===== src/rtl/ma_hpf_stream_if.sv =====
// Sample stream bundle for ma_hpf_stream: input sample/strobe, filtered output/strobe, warm flag.
interface ma_hpf_stream_if #(
    parameter int unsigned WIDTH = 16
);
    logic signed [WIDTH-1:0] data_i;
    logic                    data_val_i;
    logic signed [WIDTH-1:0] data_o;
    logic                    data_val_o;
    logic                    warm_o;

    // Upstream source / consumer side
    modport master (
        output data_i,
        output data_val_i,
        input  data_o,
        input  data_val_o,
        input  warm_o
    );

    // Filter side
    modport slave (
        input  data_i,
        input  data_val_i,
        output data_o,
        output data_val_o,
        output warm_o
    );
endinterface


===== src/rtl/ma_hpf_stream.sv =====
// Moving-average high-pass filter: y = x - floor(mean of last ORDER samples), 2-cycle latency.
// Build option MA_HPF_SAT_EN: clamp y to WIDTH bits; otherwise y wraps to its low WIDTH bits.
module ma_hpf_stream #(
    parameter int unsigned ORDER = 8,
    parameter int unsigned WIDTH = 16
) (
    input  logic           clk_i,
    input  logic           arst_n_i,
    ma_hpf_stream_if.slave bus
);

    localparam int unsigned LOG2 = $clog2(ORDER);
    localparam int unsigned SW   = WIDTH + LOG2;
    localparam int unsigned YW   = WIDTH + 1;

    localparam logic [0:0] ST_FILL = 1'b0;
    localparam logic [0:0] ST_RUN  = 1'b1;

    logic [0:0]              state_q;
    logic [0:0]              state_d;
    logic [LOG2-1:0]         fill_q;
    logic [LOG2-1:0]         fill_d;
    logic [LOG2-1:0]         wptr_q;
    logic signed [WIDTH-1:0] buf_q [ORDER];
    logic signed [SW-1:0]    sum_q;
    logic signed [SW-1:0]    sum_c;
    logic signed [WIDTH-1:0] x_q;
    logic                    val_q;
    logic signed [WIDTH-1:0] avg_c;
    logic signed [YW-1:0]    y_c;
    logic signed [WIDTH-1:0] y_out_c;

    // FSM state register
    always_ff @(posedge clk_i or negedge arst_n_i) begin
        if (!arst_n_i) begin
            state_q <= ST_FILL;
            fill_q  <= '0;
        end else begin
            state_q <= state_d;
            fill_q  <= fill_d;
        end
    end

    // FSM next state: leave FILL on the ORDER-th accepted sample
    always_comb begin
        state_d = state_q;
        fill_d  = fill_q;
        case (state_q)
            ST_FILL: begin
                if (bus.data_val_i) begin
                    fill_d = fill_q + LOG2'(1);
                    if (fill_q == LOG2'(ORDER - 1)) begin
                        state_d = ST_RUN;
                    end
                end
            end
            ST_RUN: begin
                state_d = ST_RUN;
            end
            default: begin
                state_d = ST_FILL;
            end
        endcase
    end

    // Running sum swaps the oldest sample for the new one; sum is wide enough never to overflow
    always_comb begin
        sum_c = sum_q + SW'(bus.data_i) - SW'(buf_q[wptr_q]);
    end

    // Stage 1: sum, write pointer and the registered copy of x
    always_ff @(posedge clk_i or negedge arst_n_i) begin
        if (!arst_n_i) begin
            sum_q  <= '0;
            wptr_q <= '0;
            x_q    <= '0;
            val_q  <= 1'b0;
        end else begin
            val_q <= bus.data_val_i;
            if (bus.data_val_i) begin
                sum_q  <= sum_c;
                wptr_q <= wptr_q + LOG2'(1);
                x_q    <= bus.data_i;
            end
        end
    end

    // Circular sample buffer; the slot at wptr holds the oldest sample
    always_ff @(posedge clk_i or negedge arst_n_i) begin
        if (!arst_n_i) begin
            for (int i = 0; i < int'(ORDER); i++) begin
                buf_q[i] <= '0;
            end
        end else if (bus.data_val_i) begin
            buf_q[wptr_q] <= bus.data_i;
        end
    end

    // Stage 2 arithmetic: floor mean, difference at WIDTH+1 bits, then narrow
    always_comb begin
        avg_c = WIDTH'(sum_q >>> LOG2);
        y_c   = YW'(x_q) - YW'(avg_c);
`ifdef MA_HPF_SAT_EN
        if (y_c[YW-1] != y_c[WIDTH-1]) begin
            y_out_c = y_c[YW-1] ? {1'b1, {(WIDTH-1){1'b0}}} : {1'b0, {(WIDTH-1){1'b1}}};
        end else begin
            y_out_c = WIDTH'(y_c);
        end
`else
        y_out_c = WIDTH'(y_c);
`endif
    end

    // Stage 2 registers: data_o holds its value between valid samples
    always_ff @(posedge clk_i or negedge arst_n_i) begin
        if (!arst_n_i) begin
            bus.data_o     <= '0;
            bus.data_val_o <= 1'b0;
            bus.warm_o     <= 1'b0;
        end else begin
            bus.data_val_o <= val_q;
            bus.warm_o     <= (state_q == ST_RUN);
            if (val_q) begin
                bus.data_o <= y_out_c;
            end
        end
    end

endmodule

===== src/flat_wrapper.sv =====
// flat-port wrapper written by rule: the top's interface ports become plain ports
module ma_hpf_stream_flat 
#(
    parameter int unsigned ORDER = 8,
    parameter int unsigned WIDTH = 16
)
  (clk_i, arst_n_i, bus_data_i, bus_data_val_i, bus_data_o, bus_data_val_o, bus_warm_o);
  ma_hpf_stream_if #(.WIDTH(WIDTH)) bus_i ();
  input  logic clk_i;
  input  logic arst_n_i;
  input wire logic [$bits(bus_i.data_i)-1:0] bus_data_i;
  input wire logic [$bits(bus_i.data_val_i)-1:0] bus_data_val_i;
  output wire logic [$bits(bus_i.data_o)-1:0] bus_data_o;
  output wire logic [$bits(bus_i.data_val_o)-1:0] bus_data_val_o;
  output wire logic [$bits(bus_i.warm_o)-1:0] bus_warm_o;
  assign bus_i.data_i = bus_data_i;
  assign bus_i.data_val_i = bus_data_val_i;
  assign bus_data_o = bus_i.data_o;
  assign bus_data_val_o = bus_i.data_val_o;
  assign bus_warm_o = bus_i.warm_o;
  ma_hpf_stream #(.ORDER(ORDER), .WIDTH(WIDTH)) u_core (.clk_i(clk_i), .arst_n_i(arst_n_i), .bus(bus_i));
endmodule

===== config.mk =====
export PLATFORM = sky130hd
export DESIGN_NAME = ma_hpf_stream_flat
export DESIGN_NICKNAME = d
export VERILOG_FILES = /design/src/rtl/ma_hpf_stream_if.sv /design/src/rtl/ma_hpf_stream.sv /design/src/flat_wrapper.sv
export SDC_FILE = /design/constraint.sdc
export NUM_CORES = 1
export LEC_CHECK = 0
export ABC_AREA = 1
export CAP_MARGIN = 40
export CORE_MARGIN = 2
export CORE_UTILIZATION = 50
export CTS_CLUSTER_SIZE = 14
export DETAILED_ROUTE_END_ITERATION = 8
export PLACE_DENSITY = 0.77
export REMOVE_ABC_BUFFERS = 1
export SLEW_MARGIN = 20
export SYNTH_ARGS = -nofsm -noshare
export SYNTH_HDL_FRONTEND = slang
export SYNTH_SLANG_ARGS = --single-unit

===== constraint.sdc =====
create_clock -name clk_i -period 5.5 [get_ports clk_i]
set_input_delay 1.1 -clock clk_i [delete_from_list [all_inputs] [get_ports clk_i]]
set_output_delay 1.1 -clock clk_i [all_outputs]
set_load 0.1 [all_outputs]

=== After elaboration in Yosys (flattened, before gate mapping) ===
Index checks and enable logic that the tools add are counted.

* Flip-flop bits (word level): 189
* Bits of input ports: 19
* Output and inout bits: 18
* Word-level logic and storage cells: 38

* Add/subtract/negate cells: 5
* $lt $le $gt $ge: 2
* Equality and inequality tests: 1
* Mux-type cells: 9
* Bitwise logic cells: 2
* Reductions and logical operators: 2

{| class="wikitable"
|+ Operator list
! cell !! count
|-
| 128-bit bitwise mux || 1
|-
| 16-bit binary-select mux with 3-bit select || 1
|-
| 16-bit demux with 3-bit select || 1
|-
| 16-bit two-way mux || 3
|-
| 19-bit by 16-bit adder with 19-bit output || 1
|-
| 19-bit by 16-bit subtractor with 19-bit output || 1
|-
| 16-bit subtractor || 1
|-
| 3-bit by 1-bit adder with 3-bit output, second input constant || 2
|-
| 4-bit >= comparator, second input constant || 1
|-
| 4-bit by 1-bit < comparator with 1-bit output, second input constant || 1
|-
| 3-bit inverter with 4-bit output || 1
|-
| 3-bit equality test, second input constant || 1
|-
| 1-bit two-way mux || 2
|-
| 1-bit one-hot mux with 2 select lines || 1
|-
| 2-bit AND reduction || 1
|-
| 1-bit logical AND || 1
|-
| 1-bit inverter || 1
|}

=== Longest topological paths before layout ===
* Depth in word-level cells: 6
* Depth in mapped cells: 21
* Mapped depth without buffers: 19

=== Worst setup path before layout ===
OpenSTA, ideal clock, no wires.

* Path kind: input-to-reg
* From: input port bus_data_i[15]
* To: register u_core.sum_q[16]
* Setup time: 0.117 ns
* Arrival time: 2.867 ns
* Slack: 2.515 ns
* Stages: 10
* Path buffers: 0
* Cells stage by stage: clkinv_1 -> fa_1 -> inv_1 -> ha_1 -> a21oi_1 -> o21ai_0 -> a21oi_1 -> nand3b_1 -> nand3_1 -> nand2_1

* Word-level cells in the longest chain between the ends: 2

{| class="wikitable"
|+ Ends and longest elaborated chain
! item !! line !! source
|-
| start, declared || flat_wrapper.sv:11 || <nowiki>input wire logic [$bits(bus_i.data_i)-1:0] bus_data_i;</nowiki>
|-
| 19-bit by 16-bit adder with 19-bit output || ma_hpf_stream.sv:68 || <nowiki>sum_c = sum_q + SW'(bus.data_i) - SW'(buf_q[wptr_q]);</nowiki>
|-
| 19-bit by 16-bit subtractor with 19-bit output || ma_hpf_stream.sv:68 ||
|-
| end signal, assigned || ma_hpf_stream.sv:81 || <nowiki>sum_q <= sum_c;</nowiki>
|-
| end, declared || ma_hpf_stream.sv:25 || <nowiki>logic signed [SW-1:0] sum_q;</nowiki>
|}

No other way between the ends.
A chain may end at the register's enable or synchronous reset.

=== Worst setup path after layout ===
* From: register u_core.wptr_q[1]
* To: register u_core.sum_q[12]

* Word-level cells in the longest chain between the ends: 5

{| class="wikitable"
|+ Ends and longest elaborated chain
! item !! line !! source
|-
| start, declared || ma_hpf_stream.sv:23 || <nowiki>logic [LOG2-1:0] wptr_q;</nowiki>
|-
| start signal, assigned || ma_hpf_stream.sv:82 || <nowiki>wptr_q <= wptr_q + LOG2'(1);</nowiki>
|-
| 3-bit inverter with 4-bit output (not written as such) || ma_hpf_stream.sv:68 ||
|-
| 16-bit binary-select mux with 3-bit select || ma_hpf_stream.sv:68 ||
|-
| 16-bit two-way mux (not written as such) (2 in series) || ma_hpf_stream.sv:68 ||
|-
| 19-bit by 16-bit subtractor with 19-bit output || ma_hpf_stream.sv:68 ||
|}

No other way between the ends. The select of a mux whose other input is x is not followed.

==> impl_metrics.ini <==
[logic_synthesis]
synth_edf_count = 0
synth_warnings = 0
synth_seq_cells = 189
async_flop_share_pct = 100
ys_seq_area_share_pct = 46.7
synth_ff_type = dfrtp_1
synth-compound-area-share_pct = 15.9
ys_types = 34
syn-cell-area_mm2 = 0.0101
netlist_instances = 1252
yosysTopAreaCell = dfrtp_1
synth-xor-area-share_pct = 1.47
synth.area.top_cells = dfrtp_1, nand2_1, o21ai_0
synth_top_cell_area_share_pct = 46.7
synth_mux_area_share_pct = 0.222
synth-simple-area-share_pct = 19.7
synth_top_family_by_area = simple AND/OR/NAND/NOR gates
synth_adder_area_share_pct = 8.45
syn_avg_cell_area_um2 = 8.09

[route]
wirelength_met1_um = 10900
routedWlPerCell_um = 15.6
dr_wl_met3_um = 1510
highest_layer = met4
drt_iter0_drc = 921
avgViaCountPerCell = 5.43
wl_met2_um = 11500
antenna_left = 0
vias = 8507
drc = 0
wl_um = 24400
first_pass_iters = 5

[global_route]
grt_pass1_vias = 8351
overflow = 0
grt_pass1_wl_um = 41300
antenna_found_initial = 0
grt_max_degree = 84
globalRouteTotalUtil_pct = 24.0

[timing]
whs_ns = 0.388
slew-limit-headroom_pct = 45.4
hold_violations = 0
finClkSkew_ns = 0.0103
min_period_over_period_pct = 66.0
timing.fmax_mhz = 276
tightest_slew_ns = 0.820
fin_setup_tns_ns = 0
setup_viol = 0
rsz0062_at_grt = no
slew_violations = 0
finalCriticalPeriod_ns = 3.63

[critical_path]
cp_max_fo = 14
crit_type = reg2reg
startpoint_type = flip-flop
endpoint_kind = flip-flop
worstPathRequired_ns = 5.88
critPathArrivalTime_ns = 4.01

[clocking]
clk_latency_ns = 0.44
htreeDepth = 4
cts_buffer_depth = 2
postCtsHoldBufs = 0
clkTransAtPathRegs_ns = 0.08
clock_sinks = 189
tritoncts = yes
cts_made_buffers = 17
root_buffer = clkbuf_16
post-cts-setup-buffers = 0
cts_resized = 0

[finish]
drive_gt1_share_pct = 5.86
nets = 1360
fillCellCount = 1731
final_core_util_pct = 58.1
antenna_cells = 0
final_common_cell = nand2_1
final_cell_mix = nand2_1, o21ai_0, dfrtp_1, inv_1, nor2_1
design_area_mm2 = 0.0116
areaGrowthSynthToFinish_pct = 14.8

[placed_design]
dp_hpwl_um = 16800
gp_congestion = 0.896
dpl-instance-area_mm2 = 0.0110
port_buffers = 36

[hold_path]
hold_path_class = reg2reg

[floorplanning]
num_rows = 52
die_area_mm2 = 0.0214
dieHeight_um = 146
die_w_um = 146
start_util_pct = 50.6
fp.coreArea_mm2 = 0.0200
io-pin-count = 37

[flow_run]
cap_violations = 0

[status]
status = finished, final reports clean
==> registers in the layout, summed over array words and instances, names as in the netlist <==
| register | flops |
|---|---|
| u_core.fill_q | 3 |
| u_core.x_q | 16 |
| u_core.bus.warm_o | 1 |
| u_core.bus.data_o | 16 |
| u_core.state_q | 1 |
| u_core.buf_q | 128 |
| u_core.bus.data_val_o | 1 |
| u_core.wptr_q | 3 |
| u_core.sum_q | 19 |
| u_core.val_q | 1 |
==> worst paths after layout <==
check                                             start                          endpoint  slack (ns)  depth (start not counted)
max                        u_core.wptr_q[1]$_DFFE_PN0P_      u_core.sum_q[12]$_DFFE_PN0P_        1.87                         18
min                            u_core.state_q$_DFF_PN0_       u_core.bus.warm_o$_DFF_PN0_        0.39                          0
max reg2reg                u_core.wptr_q[1]$_DFFE_PN0P_      u_core.sum_q[12]$_DFFE_PN0P_        1.87                         18
min reg2reg                    u_core.state_q$_DFF_PN0_       u_core.bus.warm_o$_DFF_PN0_        0.39                          0
max in group asynchronous                      arst_n_i      u_core.buf_q[70]$_DFFE_PN0P_        3.78                          3
min in group asynchronous                      arst_n_i  u_core.bus.data_o[1]$_DFFE_PN0P_        0.54                          1
==> area by class of cell <==
type | instances | area (µm²) | share of cell area (%)
tap | 270 | 338 | 2.90
clock buffer | 17 | 425 | 3.66
inverter | 136 | 510 | 4.39
sequential | 189 | 4730 | 40.7
timing repair buffer | 67 | 802 | 6.89
clock inverter | 15 | 188 | 1.61
multi-input combinational | 873 | 4640 | 39.9
==> synthesized netlist by cell type, types with 2 or more instances <==
cell type and instances:
nand3_1 38, o22ai_1 8, mux2_2 2, and2_1 2, clkbuf_1 17, nand2_2 2, xor2_1 5, o21ai_1 4
a21oi_1 29, nor2_1 89, nand3b_1 9, fa_1 19, clkbuf_2 4, nor2_4 2, inv_1 133, o21ai_0 214
buf_1 3, buf_2 28, o211ai_1 13, dfrtp_1 189, nor3_1 4, nand4_1 2, inv_2 2, nand2_1 352
ha_1 38, xnor2_1 12, o2111ai_1 13, o21a_1 13
==> critical path, cell delays in order, from the launching register on <==
cell and delay, ns:
dfrtp_1 0.45, inv_1 0.13, nand2_1 0.62, nor2_1 0.10
o21ai_0 0.10, o2111ai_1 0.23, ha_1 0.35, inv_1 0.04
ha_1 0.22, fa_1 0.47, nand3_1 0.10, nand3_1 0.15
nand3_1 0.11, nand2_1 0.11, nand2_1 0.10, nand2_1 0.07
nand2_1 0.06, nand3_1 0.07, nand2_1 0.08
==> routing by layer <==
layer,up-vias,track usage [%]
met5,-,0
met4,0,7.23
met3,50,4.53
met2,268,38.9
met1,4073,33.0
li1,4116,-
==> through the flow <==
stage / instances / setup WS, ns
floorplan: 1198 / 1.26
global placement: 1510 / 1.67
detailed placement: 1535 / 1.69
CTS: 1567 / 1.93
global route: 1567 / 1.61
finish: 1567 / 1.87
==> cell families after synthesis <==
| logic type | Yosys count |
|---|---|
| AOI/OAI and AO/OA | 296 |
| xor gates and xnor gates | 17 |
| adders and majority gates | 57 |
| buffers and inverters | 190 |
| DFF | 189 |
| muxes | 2 |
| and+or+nand+nor | 501 |
Power is left out: the tool's default activity adds up to more than one toggle a clock period on the data nets, which glitch-free logic cannot reach.
